## src/rtl/i2c_eeprom_slave.sv

```systemverilog
// I2C EEPROM-style slave: 7-bit device address, 16-bit byte pointer,
// sequential write with commit strobe, sequential/random read.
// SCL/SDA are oversampled on clk; the bus side is open-drain (sda_oe only).
`timescale 1ns/1ps
module i2c_eeprom_slave #(
  parameter logic [6:0] SLAVE_ADDR = 7'b1010000,
  parameter int         MEM_DEPTH  = 256
) (
  input  logic        clk,
  input  logic        rst_n,
  input  logic        scl,
  input  logic        sda_in,
  output logic        sda_oe,
  output logic        busy,
  output logic        wr_pulse,
  output logic [15:0] wr_addr,
  output logic [7:0]  wr_byte
);

  localparam int AW = (MEM_DEPTH > 1) ? $clog2(MEM_DEPTH) : 1;

  typedef enum logic [3:0] {
    IDLE, DEV_ADDR, ACK_DEV, ADDR_HI, ACK_HI, ADDR_LO, ACK_LO,
    WR_DATA, ACK_WR, RD_DATA, RD_ACK, IGNORE
  } state_t;

  logic r_scl_s1, r_scl_s2, r_scl_d;
  logic r_sda_s1, r_sda_s2, r_sda_d;

  state_t      r_state;
  logic [2:0]  r_bitcnt;
  logic [7:0]  r_shift;
  logic        r_ack_on;   // first SCL fall of an ACK slot already seen
  logic        r_rw;
  logic [15:0] r_ptr;
  logic        r_sda_oe;
  logic        r_wr_pulse;
  logic [15:0] r_wr_addr;
  logic [7:0]  r_wr_byte;
  logic [7:0]  r_mem [MEM_DEPTH];

  logic       w_scl_rise, w_scl_fall, w_sda_rise, w_sda_fall;
  logic       w_start, w_stop, w_rise, w_fall, w_commit;
  logic [7:0] w_byte, w_rd_byte;

  // two-flop synchronizers plus one history flop for edge detection
  always_ff @(posedge clk or negedge rst_n) begin
    if (!rst_n) begin
      r_scl_s1 <= 1'b1; r_scl_s2 <= 1'b1; r_scl_d <= 1'b1;
      r_sda_s1 <= 1'b1; r_sda_s2 <= 1'b1; r_sda_d <= 1'b1;
    end else begin
      r_scl_s1 <= scl;      r_scl_s2 <= r_scl_s1; r_scl_d <= r_scl_s2;
      r_sda_s1 <= sda_in;   r_sda_s2 <= r_sda_s1; r_sda_d <= r_sda_s2;
    end
  end

  assign w_scl_rise = r_scl_s2 & ~r_scl_d;
  assign w_scl_fall = ~r_scl_s2 & r_scl_d;
  assign w_sda_rise = r_sda_s2 & ~r_sda_d;
  assign w_sda_fall = ~r_sda_s2 & r_sda_d;
  // bus conditions win over bit handling in the same clk
  assign w_start    = w_sda_fall & r_scl_s2;
  assign w_stop     = w_sda_rise & r_scl_s2;
  assign w_rise     = w_scl_rise & ~w_start & ~w_stop;
  assign w_fall     = w_scl_fall & ~w_start & ~w_stop;
  assign w_byte     = {r_shift[6:0], r_sda_s2};
  assign w_rd_byte  = r_mem[r_ptr[AW-1:0]];
  assign w_commit   = (r_state == WR_DATA) && w_rise && (r_bitcnt == 3'd7);

  // protocol FSM: shifts on SCL rise, changes SDA only on SCL fall
  always_ff @(posedge clk or negedge rst_n) begin
    if (!rst_n) begin
      r_state    <= IDLE;
      r_bitcnt   <= 3'd0;
      r_shift    <= 8'h00;
      r_ack_on   <= 1'b0;
      r_rw       <= 1'b0;
      r_ptr      <= 16'h0000;
      r_sda_oe   <= 1'b0;
      r_wr_pulse <= 1'b0;
      r_wr_addr  <= 16'h0000;
      r_wr_byte  <= 8'h00;
    end else begin
      r_wr_pulse <= 1'b0;
      if (w_start) begin
        r_state  <= DEV_ADDR;
        r_bitcnt <= 3'd0;
        r_sda_oe <= 1'b0;
        r_ack_on <= 1'b0;
      end else if (w_stop) begin
        r_state  <= IDLE;
        r_sda_oe <= 1'b0;
        r_ack_on <= 1'b0;
      end else begin
        case (r_state)
          DEV_ADDR, ADDR_HI, ADDR_LO, WR_DATA: begin
            if (w_rise) begin
              r_shift  <= w_byte;
              r_bitcnt <= r_bitcnt + 3'd1;
              r_ack_on <= 1'b0;
              if (r_bitcnt == 3'd7) begin
                case (r_state)
                  DEV_ADDR: begin
                    r_rw    <= r_sda_s2;
                    r_state <= (r_shift[6:0] == SLAVE_ADDR) ? ACK_DEV : IGNORE;
                  end
                  ADDR_HI: begin
                    r_ptr[15:8] <= w_byte;
                    r_state     <= ACK_HI;
                  end
                  ADDR_LO: begin
                    r_ptr[7:0] <= w_byte;
                    r_state    <= ACK_LO;
                  end
                  default: begin
                    r_wr_pulse <= 1'b1;
                    r_wr_addr  <= r_ptr;
                    r_wr_byte  <= w_byte;
                    r_state    <= ACK_WR;
                  end
                endcase
              end
            end
          end
          ACK_DEV, ACK_HI, ACK_LO, ACK_WR: begin
            if (w_fall) begin
              if (!r_ack_on) begin
                // fall ending the 8th bit: pull SDA for the ACK slot
                r_sda_oe <= 1'b1;
                r_ack_on <= 1'b1;
              end else begin
                // fall ending the ACK slot
                r_ack_on <= 1'b0;
                r_bitcnt <= 3'd0;
                r_sda_oe <= 1'b0;
                case (r_state)
                  ACK_DEV: begin
                    if (r_rw) begin
                      r_sda_oe <= ~w_rd_byte[7];
                      r_shift  <= {w_rd_byte[6:0], 1'b0};
                      r_state  <= RD_DATA;
                    end else begin
                      r_state  <= ADDR_HI;
                    end
                  end
                  ACK_HI:  r_state <= ADDR_LO;
                  ACK_LO:  r_state <= WR_DATA;
                  default: begin
                    r_ptr   <= r_ptr + 16'd1;
                    r_state <= WR_DATA;
                  end
                endcase
              end
            end
          end
          RD_DATA: begin
            if (w_fall) begin
              if (r_bitcnt == 3'd7) begin
                r_sda_oe <= 1'b0;
                r_ptr    <= r_ptr + 16'd1;
                r_ack_on <= 1'b0;
                r_state  <= RD_ACK;
              end else begin
                r_sda_oe <= ~r_shift[7];
                r_shift  <= {r_shift[6:0], 1'b0};
                r_bitcnt <= r_bitcnt + 3'd1;
              end
            end
          end
          RD_ACK: begin
            if (w_rise) begin
              if (r_sda_s2) r_state  <= IGNORE;
              else          r_ack_on <= 1'b1;
            end else if (w_fall && r_ack_on) begin
              r_ack_on <= 1'b0;
              r_bitcnt <= 3'd0;
              r_sda_oe <= ~w_rd_byte[7];
              r_shift  <= {w_rd_byte[6:0], 1'b0};
              r_state  <= RD_DATA;
            end
          end
          IDLE, IGNORE: r_sda_oe <= 1'b0;
          default: begin
            r_state  <= IDLE;
            r_sda_oe <= 1'b0;
          end
        endcase
      end
    end
  end

  // byte storage; deliberately outside reset so contents survive it
  always_ff @(posedge clk) begin
    if (w_commit) r_mem[r_ptr[AW-1:0]] <= w_byte;
  end

  assign sda_oe   = r_sda_oe;
  assign busy     = (r_state != IDLE) && (r_state != IGNORE);
  assign wr_pulse = r_wr_pulse;
  assign wr_addr  = r_wr_addr;
  assign wr_byte  = r_wr_byte;

endmodule

```

## config.mk

```make
export PLATFORM = sky130hd
export DESIGN_NAME = i2c_eeprom_slave
export DESIGN_NICKNAME = d
export VERILOG_FILES = /design/src/rtl/i2c_eeprom_slave.sv
export SDC_FILE = /design/constraint.sdc
export NUM_CORES = 2
export LEC_CHECK = 0
export ABC_AREA = 0
export BUFFER_PORTS_ARGS = -buffer_cell sky130_fd_sc_hd__buf_2
export CAP_MARGIN = 0
export CORE_MARGIN = 5
export CORE_UTILIZATION = 49
export CTS_BUF_LIST = sky130_fd_sc_hd__clkbuf_4 sky130_fd_sc_hd__clkbuf_8
export DETAILED_ROUTE_END_ITERATION = 10
export PLACE_DENSITY = 0.61
export SLEW_MARGIN = 30
export SYNTH_ARGS = -nofsm -noshare
export SYNTH_HDL_FRONTEND = slang
export SYNTH_SLANG_ARGS = --single-unit
```

## constraint.sdc

```tcl
create_clock -name clk -period 8.5 [get_ports clk]
set_input_delay 0.85 -clock clk [delete_from_list [all_inputs] [get_ports clk]]
set_output_delay 0.85 -clock clk [all_outputs]
set_load 0.02 [all_outputs]
```

==> metrics <==
status complete, no violations; FFs w/ async S/R, synth 0.0308; PwrDens about 320 nW/um2; top cells by count, synth edfxtp_1 (2,048), mux4_2 (598), nor2_1 (292), clkbuf_1 (97), nand2_1 (89); die area roughly 180,000 um2; Mapped Area 82,400 um2; via count 39,700; largest net degree at the start of global routing 228; CTS Sinks 2,113; worst reg2reg endpoint r_shift[5]; Starting Density 0.492; fin. max-slew vios 0; Rel. slew slack 0.200; worst setup path startpoint r_ptr[0]; synth unique cells 65; complex-gate fraction of the synthesized area 0.0219; first-pass GRT wire length 293 mm; initial antenna violation count 9; crit start category flop; Hold WC Path Type reg2reg; period utilization 0.552; PostCTS Resize Cnt 0; initial DRC count 4,705; Sw Ratio 0.314; crit-path max FO 82; Layout area overhead 11.1%; Primary FF master, synth edfxtp_1; num rows 150; minimum clock period 4.69 ns; max-cap viol count 0; worst-margin pin slew around 1.2 ns; Worst-Skew Late Latency slightly above 1 ns; Post-CTS Hold Buffers 3; CTS clk-pin slew, worst paths 0.06 ns; Setup Buffers After CTS 0; residual DRC count 0; final antenna-violating net count 0; crit path to r_shift[5]; Gate power share 0.257; Die W ~420 um; RR Startpoint r_ptr[0]; drt pass-1 iters 6; Worst R2R Path Depth 7; Final HPWL DP 116 mm; simple-gate share of the synthesized area 0.0242; fraction of layout cells with a size suffix above 1 0.306; final count of hold timing violations 0; Mapped Avg Cell Area 21.9 um2; total negative setup slack 0 ns; post-synth top area cell edfxtp_1; vias in the first global route ~40,000; Crit. End Element flop; CTS tree built; Lkg Pwr roughly 28 nW; CP required approximately 9.4 ns; Ys Warns 0; Crit Path Class reg2reg; Synth top area share 0.747; synthesized flop and latch total 2,113; top-count cell post-synth edfxtp_1; FMAX 0.213 GHz; count of final setup violators 0; switching power about 9 mW; Synth Instances 3,756; design area 91,500 um2; vias per inst between 6 and 7; clk buf depth 4; register area share after synthesis 0.767; wire per inst 31.5 um; top cells by area, synth edfxtp_1 (75%), mux4_2 (16%), dfrtp_1 (1.8%); Final GP Congestion between 0.7 and 0.8; VDD IR max 199 uV; Post-Synth Adder-Cell Area 0.000912; Die H 420 um; largest family of logic cells by synthesized area multiplexers; core area 167,000 um2; post-synthesis xor/xnor area fraction 0.000319; total gr overflow 0; Fin Hold WS 0.357 ns; # nets final 4,003; EDFF count, synth 2,048; CTS Buf Count 351; Clock Power Share 0.290; part of the power in registers 0.453; I/O pin total 31; DP Area 85,000 um2; Pint 19.8 mW; RSZ-0062 raised after global routing no; root buf cell clkbuf_8; Worst Skew 0.0834 ns; CTS H-Tree Depth 5; crit path DAT 5.56 ns; All-Layer GR Usage 0.233; post-synthesis mux area share 0.172; Buffers on Ports 30; R2R Setup Slk 3.81 ns; Net Count, Synth about 3,800; final WL 203 mm
## layout make-up
type	instances	area [um2]
well taps	2204	2760
inverters	12	45.0
clock inverters	129	627
fillers	12600	75700
flip-flops and latches	2113	63200
repair buffers	107	916
diodes	6	15.0
clock buffers	469	5770
multi-input cells	1408	18200
## power by group through the flow
stage | logic, mW | clock network (mW) | registers (mW)
2_1_floorplan | 4.32 | 0 | 13.6
3_3_place_gp | 7.34 | 0 | 13.3
3_5_place_dp | 7.41 | 0 | 13.3
4_1_cts | 7.43 | 8.52 | 13.1
5_1_grt | 7.76 | 9.04 | 13.1
6_report | 7.42 | 8.37 | 13.1
## cells in the final DEF, fill, tap and decap left out, types with 10 or more instances in the layout
cell	count
edfxtp_1	2048
mux4_2	598
clkbuf_8	360
nor2_1	287
clkbuf_4	109
clkinv_1	89
nand2_1	73
a22oi_1	73
a21oi_1	63
buf_4	58
dfrtp_1	46
mux2i_1	36
o21ai_0	34
clkinv_2	30
buf_2	30
mux2_2	27
o22ai_1	18
nand2b_1	12
inv_1	11
nand3_1	11
dfrtp_4	11
a211oi_1	10
buf_12	10
## metrics by stage
step / total power, mW / util / cells / setup WS (ns)
CTS: 29.1 / 0.546 / 6438 / 3.50
global route: 29.9 / 0.547 / 6445 / 3.50
detailed placement: 20.7 / 0.508 / 5837 / 3.56
finish: 28.9 / 0.547 / 6448 / 3.81
floorplan: 17.9 / - / 3756 / 3.86
global placement: 20.7 / 0.508 / 5837 / 3.25
## state kept, by name, indices dropped and copies added, names as in the netlist, 3 cells and up
signal    flops
r_bitcnt      3
r_mem      2048
r_ptr        16
r_shift       8
r_state       4
wr_addr      16
wr_byte       8
## metal layers
layer  vias up  wire length, um  global-route usage
met2      1829            96800               0.358
met4         0             4800              0.0637
met1     21300            84700               0.345
met5         -                0                   0
met3       329            17100              0.0463
li1      16300                -                   -
## how the worst min path moves through the flow
stage                     slack [ns]  cells after the start        to     start
after detailed placement        0.35                      0  r_scl_s2  r_scl_s1
after global placement          0.35                      0  r_scl_s2  r_scl_s1
after CTS                       0.36                      0  r_sda_s2  r_sda_s1
final                           0.36                      0  r_sda_s2  r_sda_s1
after floorplan                 0.35                      0  r_scl_s2  r_scl_s1
after global routing            0.36                      0  r_scl_s2  r_scl_s1
## worst max-delay path: stages, from the launching register on
cell and delay [ns]:
dfrtp_4 0.97, buf_12 0.55, mux4_2 0.64, a22oi_1 0.31, a21oi_1 0.23, o41ai_1 1.06
nand4_1 0.20, a221o_1 0.36
## kinds of logic after synthesis
| kind of cell | count (synthesis) |
|---|---|
| DFF | 2113 |
| muxes | 661 |
| and+or+nand+nor | 470 |
| AOI/OAI and AO/OA | 268 |
| buffers and inverters | 235 |
| adders and majority gates | 6 |
| xor gates and xnor gates | 3 |
Power figures use the tool's default switching activity.
